==> src/rtl/mte_block_unpacker_if.sv <==
// Stream bundle for the block unpacker: one 256-bit block input and one byte output stream.
// The slave modport is the unpacker; the master modport is the block source and byte sink.
interface mte_block_unpacker_if #(
  parameter int BLOCK_W = 256
);
  logic               blk_valid;
  logic               blk_ready;
  logic [BLOCK_W-1:0] blk_data;
  logic [5:0]         blk_len;
  logic               byte_valid;
  logic               byte_ready;
  logic [7:0]         byte_data;
  logic               byte_last;

  modport master (
    output blk_valid, blk_data, blk_len, byte_ready,
    input  blk_ready, byte_valid, byte_data, byte_last
  );

  modport slave (
    input  blk_valid, blk_data, blk_len, byte_ready,
    output blk_ready, byte_valid, byte_data, byte_last
  );
endinterface

==> src/rtl/mte_block_unpacker.sv <==
// Splits an MTE result block into a byte stream, first character (top byte) first,
// dropping pad bytes beyond the valid length and counting completed blocks.
//
// state | meaning
// IDLE  | no block held, ready for a new block
// SEND  | block held in shift register, presenting its top byte
module mte_block_unpacker #(
  parameter int BLOCK_W = 256,
  parameter int CNT_W   = 16
) (
  input  logic                 clock,
  input  logic                 reset_n,
  mte_block_unpacker_if.slave  bus,
  output logic                 busy,
  output logic [CNT_W-1:0]     block_count
);
  localparam int NBYTES = BLOCK_W / 8;
  localparam logic [6:0] NB = 7'(NBYTES);

  typedef enum logic {IDLE, SEND} state_t;

  state_t             state;
  logic [BLOCK_W-1:0] shift_q;
  logic [6:0]         remaining;
  logic [6:0]         len_eff;
  logic [6:0]         len_ext;

  assign len_ext = {1'b0, bus.blk_len};
  assign len_eff = (bus.blk_len == 6'd0 || len_ext > NB) ? NB : len_ext;

  assign bus.byte_valid = (state == SEND);
  assign bus.byte_data  = shift_q[BLOCK_W-1 -: 8];
  assign bus.byte_last  = (state == SEND) && (remaining == 7'd1);
  assign busy           = (state == SEND);

  // Accepting during the final byte lets back-to-back blocks stream without a bubble.
  assign bus.blk_ready = (state == IDLE) ||
                         ((state == SEND) && (remaining == 7'd1) && bus.byte_ready);

  always_ff @(posedge clock or negedge reset_n) begin
    if (!reset_n) begin
      state       <= IDLE;
      shift_q     <= '0;
      remaining   <= '0;
      block_count <= '0;
    end else begin
      case (state)
        IDLE: begin
          if (bus.blk_valid) begin
            shift_q   <= bus.blk_data;
            remaining <= len_eff;
            state     <= SEND;
          end
        end
        SEND: begin
          if (bus.byte_ready) begin
            if (remaining > 7'd1) begin
              shift_q   <= shift_q << 8;
              remaining <= remaining - 7'd1;
            end else begin
              block_count <= block_count + 1'b1;
              if (bus.blk_valid) begin
                shift_q   <= bus.blk_data;
                remaining <= len_eff;
              end else begin
                remaining <= '0;
                state     <= IDLE;
              end
            end
          end
        end
        default: state <= IDLE;
      endcase
    end
  end
endmodule

==> src/flat_wrapper.sv <==
// flat-port wrapper written by rule: the top's interface ports become plain ports
module mte_block_unpacker_flat 
#(
  parameter int BLOCK_W = 256,
  parameter int CNT_W   = 16
)
  (clock, reset_n, busy, block_count, bus_blk_valid, bus_blk_data, bus_blk_len, bus_byte_ready, bus_blk_ready, bus_byte_valid, bus_byte_data, bus_byte_last);
  mte_block_unpacker_if #(.BLOCK_W(BLOCK_W)) bus_i ();
  input  logic clock;
  input  logic reset_n;
  output logic busy;
  output logic [CNT_W-1:0] block_count;
  input wire logic [$bits(bus_i.blk_valid)-1:0] bus_blk_valid;
  input wire logic [$bits(bus_i.blk_data)-1:0] bus_blk_data;
  input wire logic [$bits(bus_i.blk_len)-1:0] bus_blk_len;
  input wire logic [$bits(bus_i.byte_ready)-1:0] bus_byte_ready;
  output wire logic [$bits(bus_i.blk_ready)-1:0] bus_blk_ready;
  output wire logic [$bits(bus_i.byte_valid)-1:0] bus_byte_valid;
  output wire logic [$bits(bus_i.byte_data)-1:0] bus_byte_data;
  output wire logic [$bits(bus_i.byte_last)-1:0] bus_byte_last;
  assign bus_i.blk_valid = bus_blk_valid;
  assign bus_i.blk_data = bus_blk_data;
  assign bus_i.blk_len = bus_blk_len;
  assign bus_i.byte_ready = bus_byte_ready;
  assign bus_blk_ready = bus_i.blk_ready;
  assign bus_byte_valid = bus_i.byte_valid;
  assign bus_byte_data = bus_i.byte_data;
  assign bus_byte_last = bus_i.byte_last;
  mte_block_unpacker #(.BLOCK_W(BLOCK_W), .CNT_W(CNT_W)) u_core (.clock(clock), .reset_n(reset_n), .bus(bus_i), .busy(busy), .block_count(block_count));
endmodule
==> config.mk <==
export PLATFORM = sky130hd
export DESIGN_NAME = mte_block_unpacker_flat
export DESIGN_NICKNAME = d
export VERILOG_FILES = /design/src/rtl/mte_block_unpacker_if.sv /design/src/rtl/mte_block_unpacker.sv /design/src/flat_wrapper.sv
export SDC_FILE = /design/constraint.sdc
export NUM_CORES = 1
export LEC_CHECK = 0
export ABC_AREA = 1
export BUFFER_PORTS_ARGS = -buffer_cell sky130_fd_sc_hd__buf_2
export CAP_MARGIN = 10
export CORE_MARGIN = 2
export CORE_UTILIZATION = 57
export DETAILED_ROUTE_END_ITERATION = 6
export GPL_TIMING_DRIVEN = 0
export PLACE_DENSITY = 0.78
export SYNTH_ARGS = -nofsm -noshare
export SYNTH_HDL_FRONTEND = slang
export SYNTH_SLANG_ARGS = --single-unit
==> constraint.sdc <==
create_clock -name clock -period 1.9 [get_ports clock]
set_clock_uncertainty 0.15 [all_clocks]
set_input_delay 0.095 -clock clock [delete_from_list [all_inputs] [get_ports clock]]
set_output_delay 0.095 -clock clock [all_outputs]
set_load 0.01 [all_outputs]
## After elaboration in Yosys (flattened, before gate mapping)

Cells that the tools add are included.

| word-level totals | value |
|---|---|
| bits in registers | 280 |
| bits of input ports | 266 |
| output and inout port bits | 28 |
| word-level logic and storage cells | 34 |

| cells by class | value |
|---|---|
| add/subtract/negate cells | 2 |
| order comparisons | 2 |
| eq/ne operators | 3 |
| muxes and demuxes | 14 |
| bitwise operators | 2 |
| reduce and logical (&&, ||, !) cells | 7 |

Operators by type and width:

| kind | number |
|---|---|
| 256-bit two-way mux | 3 |
| 256-bit case mux with 2 select lines | 1 |
| 7-bit two-way mux | 4 |
| 16-bit by 1-bit adder with 16-bit output, second input constant | 1 |
| 7-bit case mux with 2 select lines | 1 |
| 7-bit by 1-bit == test with 1-bit output, second input constant | 1 |
| 7-bit by 1-bit > comparator with 1-bit output, second input constant | 1 |
| 7-bit by 1-bit subtractor with 7-bit output, second input constant | 1 |
| 6-bit > comparator, second input constant | 1 |
| 6-bit zero test | 1 |
| 6-bit two-way mux | 1 |
| 2-bit != test, second input constant | 2 |
| 1-bit two-way mux | 3 |
| 3-bit AND reduction | 1 |
| 1-bit logical AND | 2 |
| 1-bit logical OR | 2 |
| 1-bit NOT | 2 |
| 1-bit case mux with 2 select lines | 1 |
| 2-bit AND reduction | 1 |

## Longest topological paths before layout

Gate-level depths: netlist of run 1.

| logic depth | value |
|---|---|
| word-level depth | 7 |
| gate-level depth with buffers | 12 |
| depth with buffers taken out | 11 |

## Least setup slack after synthesis of run 1

OpenSTA, ideal clock, no wires.

| timing | value |
|---|---|
| path kind | register to register |
| start | reg u_core.remaining[1] |
| end | reg u_core.shift_q[241] |
| library setup time | 0.069 ns |
| arrival time | 1.541 ns |
| required time | 1.681 ns |
| setup slack | 0.140 ns |
| cell stages (with the launch flop) | 13 |
| buffers on the path | 2 |
| clock period less this slack | 1.760 ns |
| cell sequence | dfrtp_1 -> inv_1 -> ha_1 -> inv_1 -> nor2_1 -> nand3_2 -> nand2_1 -> nand2_1 -> nand2_1 -> buf_4 -> buf_6 -> nand2_1 -> nand3_1 |

| on the way | value |
|---|---|
| word-level cells in the longest chain between the ends | 4 |

RTL lines:

| what | line | RTL |
|---|---|---|
| from (decl) | mte_block_unpacker.sv:24 | `logic [6:0] remaining;` |
| from (signal assigned) | mte_block_unpacker.sv:51 | `remaining <= len_eff;` |
| from (signal assigned) | mte_block_unpacker.sv:59 | `remaining <= remaining - 7'd1;` |
| from (signal assigned) | mte_block_unpacker.sv:64 | `remaining <= len_eff;` |
| 7-bit by 1-bit > comparator with 1-bit output | mte_block_unpacker.sv:57 | `if (remaining > 7'd1) begin` |
| 256-bit two-way mux | mte_block_unpacker.sv:57 |  |
| 256-bit two-way mux | mte_block_unpacker.sv:56 | `if (bus.byte_ready) begin` |
| 256-bit case mux with 2 select lines | mte_block_unpacker.sv:47 | `case (state)` |
| to (signal assigned) | mte_block_unpacker.sv:50 | `shift_q <= bus.blk_data;` |
| to (signal assigned) | mte_block_unpacker.sv:58 | `shift_q <= shift_q << 8;` |
| to (signal assigned) | mte_block_unpacker.sv:63 | `shift_q <= bus.blk_data;` |
| to (decl) | mte_block_unpacker.sv:23 | `logic [BLOCK_W-1:0] shift_q;` |

No other way between the ends. The select of a mux whose other input is x is not followed.
A chain may end at the register's enable or synchronous reset.

## Final worst setup path of run 1

| timing | value |
|---|---|
| start | reg u_core.remaining[1] |
| end | reg u_core.shift_q[132] |

The elaborated chain is that of the path after synthesis.

==> flow_results.org, run 1 <==
** Floorplanning
- Starting density of the core :: 0.5828
- Vertical die dimension :: between 150 and 200 um
- Pin placement for this block handled between 200 and 300 I/O pins.
- Std-Cell Core Area :: approximately 29000 um^2
- Core Rows :: between 60 and 70
- Area of the die :: around 31000 um^2
- Measured along the x axis, the die boundary spans roughly 180 um.

** Clocking
- CTS built an H-tree with a depth of 2.
- TritonCTS clock tree :: done
- Clk_lat worst skew :: 0.52 ns
- The number of clock buffers added by TritonCTS is 34.
- Root buffer cell :: sky130_fd_sc_hd__clkbuf_16
- After clock tree synthesis, the clock-pin slew on the worst setup and hold paths is around 0.060 ns.
- CTS sink count :: 280
- Number of buffers on the longest clock path :: 3

** Setup path
- The slowest stage of the critical path belongs to the cell sky130_fd_sc_hd__dfrtp_1.
- For this run, the slowest stage of the critical path takes around 0.40 ns.
- In this run the worst path has a maximum fanout of 10.
- Data arrival time of the critical path :: around 2.2 ns
- At the worst endpoint, the required time is between 2 and 2.5 ns.
- Among cell families on the critical path, the largest total delay comes from simple AND/OR/NAND/NOR gates.
- CP Capture Type :: flip-flop
- Worst setup SP type :: flip-flop
- In this run the number of cells on the critical path is 12.
- Type of the worst setup path :: flip-flop to flip-flop
- Walking the worst path, the cells encountered are inv_2 -> ha_4 -> inv_2 -> nor2_4 -> nand3_4 -> nand3_4 -> buf_8 -> buf_6 -> nand2_1 -> nand2_1 -> nand2_1 -> nand2_1.
- The number of cells on the worst reg-to-reg path is 12.
- The critical path contains buffers and inverters numbering 4 combined.
- Cell mode on critical path :: sky130_fd_sc_hd__nand2_1

** Synth
- Yosys Warn Count :: 0
- Net count of the mapped netlist :: between 2000 and 3000
- In this run the mean area of a mapped cell was 6.297 um^2.
- Counting flops and latches in the post-synthesis netlist gives 280.
- Yosys cell types :: 26
- Netlist area before placement :: ~17000 um^2
- Number of standard cells after synthesis :: ~2700
- Seq/Total Area, Yosys :: 0.4155

** Final layout
- Most common cell after layout, fill and taps aside :: sky130_fd_sc_hd__nand2_1
- In the final layout, the share of cells above drive strength 1 is 0.1597.
- Nets :: between 3000 and 4000
- Layout fillers :: 2076
- Compared with the post-synthesis result, the final layout area differs by 37.13%.
- Final cell utilization of the core :: 0.7992
- Commonest cells after routing, fill and taps aside :: sky130_fd_sc_hd__nand2_1 (1776), sky130_fd_sc_hd__buf_2 (329), sky130_fd_sc_hd__nand3_1 (326), sky130_fd_sc_hd__dfrtp_1 (275), sky130_fd_sc_hd__dlygate4sd3_1 (269)

** GRT
- Global routing finished with a remaining overflow of 0.
- Wire length of the first global-routing pass :: 97350 um
- Total Routing Usage GR :: 0.3916
- Number of antenna violations at the first check in global routing :: 2
- Maximum number of pins on one net before global-route repair :: about 100
- The number of global-route vias before repair was about 20000.

** Routing
- After detailed routing, the total wire length is approximately 60000 um.
- DR iter-0 viols :: slightly below 2000
- Routed wirelength normalized by instance count :: around 17 um
- For this run, design rule violations remaining after detail routing come to 0.
- The final route contains between 20000 and 25000 vias.
- Top Layer Used :: met4
- ANT nets after route :: 0
- In the routed layout, each cell is associated on average with a via count of approximately 5.5.
- Routed met3 length :: between 5000 and 6000 um
- The detailed router put a total of ~24000 um of wire on met1.
- Number of detailed-routing iterations run before antenna repair :: 6
- Routed wl met2 :: 28440 um

** Timing
- Hold Slack :: -0.04274 ns
- In the post-route analysis, the smallest setup slack over all paths is -0.04310 ns.
- Count of pins over their slew limit :: 0
- Setup violations remaining at the end of the flow were counted as 19.
- Dividing the final minimum period by the clock period gives 1.023.
- Unrepaired setup endpoints after global routing :: yes
- The number of hold-slack violations in the final timing report is 7.
- Shortest clock period the worst path allows after layout :: roughly 1.9 ns
- Headroom to the max-slew limit came out at 0.6265.
- For the pin with the worst max-slew slack, the measured transition is roughly 0.56 ns.
- Timing would allow up to 0.5146 GHz.

** Min path
- Min-delay worst type :: input port to async pin

** Power
- Summed over all cells, the static leakage comes to roughly 13 nW.
- Peak supply drop :: just under 0.0009 V
- PwrDens :: 1291 nW/um^2
- Power consumption :: roughly 30 mW

** Job
- Max-cap violations in this run came to 0.

** Placement
- Gp weighted congestion :: about 0.94
- Number of buffers added on ports :: 292
- HPWL reported at the end of detailed placement :: 36970 um

** Run status
- The run finished, with violations left.
- The checks that failed: negative hold slack, negative setup slack.
Yosys cell counts:
cell type,n,share of area
sky130_fd_sc_hd__nand3b_1,1,0.00045
sky130_fd_sc_hd__nand4_1,7,0.0026
sky130_fd_sc_hd__clkbuf_1,71,0.016
sky130_fd_sc_hd__nand3_2,3,0.0018
sky130_fd_sc_hd__inv_2,5,0.0011
sky130_fd_sc_hd__buf_1,13,0.0029
sky130_fd_sc_hd__a21oi_1,2,0.00059
sky130_fd_sc_hd__nand2_2,1,0.00037
sky130_fd_sc_hd__nand3_1,327,0.097
sky130_fd_sc_hd__buf_4,15,0.0067
sky130_fd_sc_hd__nand2_1,1780,0.40
sky130_fd_sc_hd__o21ai_1,3,0.00089
sky130_fd_sc_hd__o21ai_0,4,0.0012
sky130_fd_sc_hd__nor2_1,18,0.0040
sky130_fd_sc_hd__buf_2,72,0.021
sky130_fd_sc_hd__nor2_8,1,0.0012
sky130_fd_sc_hd__nor2_4,2,0.0013
sky130_fd_sc_hd__xnor2_1,6,0.0031
sky130_fd_sc_hd__or2_2,2,0.00074
sky130_fd_sc_hd__inv_1,31,0.0069
sky130_fd_sc_hd__nor2_2,7,0.0026
sky130_fd_sc_hd__dfrtp_1,280,0.42
sky130_fd_sc_hd__xor2_1,5,0.0026
sky130_fd_sc_hd__ha_1,3,0.0022
sky130_fd_sc_hd__buf_6,14,0.0093
sky130_fd_sc_hd__nor3_1,5,0.0015
sequential cells by signal, summed over array words and instances (netlist names):
signal,count
u_core.shift_q,256
u_core.block_count,16
u_core.remaining,7
u_core.bus.byte_valid,1
through the flow:
stage	instances	setup WS (ns)	area (um^2)	TNS (ns)
after floorplan	2678	0.1399	16860	0
after global placement	3354	-4.822	18810	-1396.89
after detailed placement	3356	-0.3209	18870	-61.79
after CTS	3688	-0.02915	22890	-0.1986
after global routing	3693	-0.1159	23120	-15.38
final	3695	-0.04310	23130	-0.2610
layer usage:
metal  up-vias  GRT usage
li1       9492          -
met4         0     0.2039
met3       262    0.07192
met1      9400     0.5025
met2      1191     0.6362
met5         -          0
path summary, 6_finish.rpt:
path                                                 start                            endpoint  slack, ns
max                        u_core.remaining[1]$_DFFE_PN0P_     u_core.shift_q[132]$_DFFE_PN0P_      -0.04
min                                                reset_n  u_core.block_count[10]$_DFFE_PN0P_      -0.04
max reg2reg                u_core.remaining[1]$_DFFE_PN0P_     u_core.shift_q[132]$_DFFE_PN0P_      -0.04
min reg2reg                  u_core.shift_q[4]$_DFFE_PN0P_       u_core.shift_q[4]$_DFFE_PN0P_       0.33
max in group asynchronous                          reset_n     u_core.shift_q[126]$_DFFE_PN0P_       0.26
min in group clock                           bus_blk_valid     u_core.remaining[4]$_DFFE_PN0P_       0.08
final cells by class:
type | instances | area [um^2] | area share
clock buffer | 47 | 983.4 | 0.04253
buffer | 185 | 1211 | 0.05237
multi-input combinational | 2177 | 8892 | 0.3845
timing repair buffer | 572 | 4317 | 0.1867
inverter | 36 | 137.6 | 0.005951
antenna | 4 | 10.01 | 0.0004328
tap | 384 | 480.5 | 0.02078
sequential | 280 | 7013 | 0.3033
clock inverter | 10 | 81.33 | 0.003517
power breakdown:
group          internal [mW]  switching, mW
clock                   3.75           2.61
combinational           5.26           7.65
sequential              8.40           2.18
logic make-up (layout without fill, tap and decap cells):
| family | Yosys count | count (layout) | share of synthesized area |
|---|---|---|---|
| and+or+nand+nor | 2154 | 2154 | 0.5098 |
| adders and majority gates | 3 | 3 | 0.002226 |
| xor gates and xnor gates | 11 | 11 | 0.005713 |
| DFF | 280 | 280 | 0.4155 |
| AOI/OAI and AO/OA | 9 | 9 | 0.002671 |
| other | 0 | 4 | 0 |
| buffers and inverters | 221 | 850 | 0.06411 |
timing repair:
action                                  CTS  global route
buffers inserted                          6             3
endpoints found under the hold margin   361             0
endpoints found under the setup margin  277           372
hold buffers                            269             0
pin swaps                                 7             7
resized for setup                        82            80
Power figures use the tool's default switching activity.
==> inputs of run 2 (changes only) <==
--- a/config.mk
+++ b/config.mk
@@ -8,11 +8,11 @@
 export ABC_AREA = 1
 export BUFFER_PORTS_ARGS = -buffer_cell sky130_fd_sc_hd__buf_2
 export CAP_MARGIN = 10
-export CORE_MARGIN = 2
-export CORE_UTILIZATION = 57
+export CORE_MARGIN = 1
+export CORE_UTILIZATION = 54
 export DETAILED_ROUTE_END_ITERATION = 6
 export GPL_TIMING_DRIVEN = 0
-export PLACE_DENSITY = 0.78
+export PLACE_DENSITY = 0.74
 export SYNTH_ARGS = -nofsm -noshare
 export SYNTH_HDL_FRONTEND = slang
 export SYNTH_SLANG_ARGS = --single-unit
==> run 2 against run 1 <==
Against the previous run:
- the run still ends with negative hold slack, negative setup slack left
- highest routed layer unchanged
- largest cell class unchanged
- design area is 1.5% higher
- first-iteration DRC count is 10% lower
- flip-flop and latch count stayed put
- die area is 3.1% higher
==> flow_results.org, run 2 (synthesis results as in run 1) <==
** Run status
- The flow ran to the end, but the final reports show violations.
- Violated checks :: negative hold slack, negative setup slack

** Floorplanning
- Vertical die dimension :: 178.7 um
- I/O pins :: between 200 and 300
- The die covers 31940 um^2.
- Row generation in the floorplan step produced 64 rows.
- Std-Cell Core Area :: slightly above 30000 um^2
- Chip width :: 178.7 um
- The initial utilization of the core area, before any placement, comes to 0.5499.

** Final layout
- In the final layout, the registers with the most flip-flops are u_core.shift_q: 256 flops, u_core.block_count: 16 flops, u_core.remaining: 7 flops.
- Commonest cells after routing, fill and taps aside :: sky130_fd_sc_hd__nand2_1 (1773), sky130_fd_sc_hd__nand3_1 (327), sky130_fd_sc_hd__buf_2 (326), sky130_fd_sc_hd__dfrtp_1 (277), sky130_fd_sc_hd__dlygate4sd3_1 (269)
- Fraction of final layout cells with drive strength greater than 1 :: 0.1658
- The layout has around 2300 filler cells.
- Footprint of the multi-input gates :: 8891 um^2
- For this run, the post-layout net count is between 3000 and 4000.
- Area growth from synthesis to layout :: 39.23%
- Most common cell after layout, fill and taps aside :: sky130_fd_sc_hd__nand2_1
- Largest register by flop count :: u_core.shift_q
- FF/Latch Area :: 7010 um^2
- The register with the most flip-flops in the layout has 256 of them.

** Timing
- Number of failing setup endpoints in the final timing report :: 26
- Setup repair after global routing could not meet its margin everywhere.
- Hold Slack :: -0.1332 ns
- Count of pins over their slew limit :: 0
- At the pin with the least slew margin, the transition time is 0.5594 ns.
- The number of hold-slack violations in the final timing report came to 42.
- Portion of the clock cycle consumed by the worst path in the final layout :: 1.041
- Summed over all failing endpoints, the final setup total negative slack is -0.5398 ns.
- Headroom to the max-slew limit came out at 0.6271.
- The smallest clock period supported by the final layout is computed as 1.979 ns.
- Final setup margin :: -0.07878 ns
- FMAX :: 0.5054 GHz

** Job
- Max-cap violation count :: 0

** GRT
- Wire length of the first global-routing pass :: between 90000 and 100000 um
- Via count of the first global-routing pass :: 19060
- The initial antenna violation count came to 7.
- Total Routing Usage GR :: 0.3656
- Maximum number of pins on one net before global-route repair :: 89
- Congestion Overflow GR :: 0

** Min path
- Min-delay worst type :: input port to async pin

** Placement
- The count of buffers added on input and output ports is 292.
- Detailed placement ended at an HPWL of approximately 37000 um.
- At the end of routability-driven placement, the weighted congestion stood at between 0.9 and 1.

** Power
- Leakage dissipation :: ~13 nW
- Peak supply drop :: between 0.0009 and 0.001 V
- Dividing total power by cell area gives a power density of 1307 nW/um^2.

** Setup path
- The critical path in this run is classified as flip-flop to output port.
- Maximum fanout along the worst path :: 5
- Cell with the largest stage delay on the worst path :: sky130_fd_sc_hd__dfrtp_1
- The worst setup path is captured at an output port.
- Cell mode on critical path :: sky130_fd_sc_hd__inv_2
- WP data required :: around 1.7 ns
- STA classifies the critical path startpoint as a flip-flop.
- Count of cells along the worst register-to-register path :: 11
- Data arrival time of the critical path :: 1.73 ns
- In this design, the stage delay of the slowest critical-path cell is slightly below 0.4 ns.
- Walking the worst path, the cells encountered are inv_2 -> ha_4 -> inv_2 -> nor2_4 -> nand3_4 -> o21ai_2 -> buf_2.

** Clocking
- CTS built an H-tree with a depth of 1.
- Clk_lat worst skew :: ~0.57 ns
- Total clock buffers created by CTS :: 31
- Clk slew on worst S/H paths :: around 0.060 ns
- CTS Hold Buffers Added :: about 270
- The root buffer cell chosen for the clock tree is sky130_fd_sc_hd__clkbuf_16.
- TritonCTS built the clock tree.
- CTS sink count :: 280
- The clock passes through at most 3 buffers.

** Routing
- In this run, the number of DRC markers left after iteration 0 of detailed routing was ~1800.
- DR DRC count :: 0
- DRT Wirelength :: 59510 um
- Before antenna repair, the detailed router went through 5 iterations.
- Routed wirelength normalized by instance count :: ~16 um
- Dividing the detail-routed via count by the number of cells gives around 5.4.
- The final route contains about 20000 vias.
- ANT nets after route :: 0
-- run 2: critical path: cells and delay by family, from the launching register on --
family | cells | cell delay [ns]
buffers and inverters | 3 | 0.27
AOI/OAI and AO/OA | 1 | 0.14
DFF | 1 | 0.39
adders and majority gates | 1 | 0.13
and+or+nand+nor | 2 | 0.22
-- run 2: routing by layer --
layer	vias to the layer above	routed length, um	global-route usage
met1	9244	23910	0.4703
met3	196	4729	0.05365
li1	9518	-	-
met2	1038	28390	0.6100
met5	-	0	0
met4	0	2480	0.1642
-- run 2: path summary, 6_finish.rpt --
path / from / slack (ns) / endpoint
max in group asynchronous: reset_n / 0.60 / u_core.remaining[4]$_DFFE_PN0P_
setup reg to reg: u_core.remaining[0]$_DFFE_PN0P_ / -0.06 / u_core.shift_q[3]$_DFFE_PN0P_
setup / recovery: u_core.remaining[1]$_DFFE_PN0P_ / -0.08 / bus_blk_ready
hold / removal: reset_n / -0.13 / u_core.shift_q[35]$_DFFE_PN0P_
hold reg to reg: u_core.shift_q[201]$_DFFE_PN0P_ / 0.33 / u_core.shift_q[201]$_DFFE_PN0P_
min in group clock: bus_blk_valid / 0.05 / u_core.remaining[4]$_DFFE_PN0P_
-- run 2: cell type report --
| cell class | count | share of cell area |
|---|---|---|
| Antenna cell | 8 | 0.0008526 |
| Buffer | 185 | 0.05494 |
| Clock buffer | 35 | 0.03496 |
| Clock inverter | 20 | 0.01327 |
| Inverter | 36 | 0.005755 |
| Multi-Input combinational cell | 2177 | 0.3787 |
| Sequential cell | 280 | 0.2986 |
| Tap cell | 396 | 0.02110 |
| Timing Repair Buffer | 584 | 0.1919 |
-- run 2: what timing repair did --
action                     4_1_cts  5_1_grt
buffers inserted                 8        8
hold endpoints to repair       394       42
pin swaps                        4       14
gates cloned                     0        4
gates resized for setup         60      137
setup endpoints to repair      277      278
-- run 2: stage by stage --
stage	total power, mW	util	setup slack, ns	cell area (um^2)	instances
2_1_floorplan	18.22	-	0.1399	16860	2678
3_3_place_gp	21.26	0.6137	-4.898	18820	3366
3_5_place_dp	21.62	0.6167	-0.4026	18910	3369
4_1_cts	29.30	0.7481	-0.1306	22940	3701
5_1_grt	32.78	0.7655	-0.1343	23480	3720
6_report	30.69	0.7656	-0.07878	23480	3721
-- run 2: where the power goes --
part	internal (mW)	switching [mW]	total, mW
logic	5.69	7.68	13.4
registers	8.40	2.15	10.5
clock network	4.17	2.60	6.76
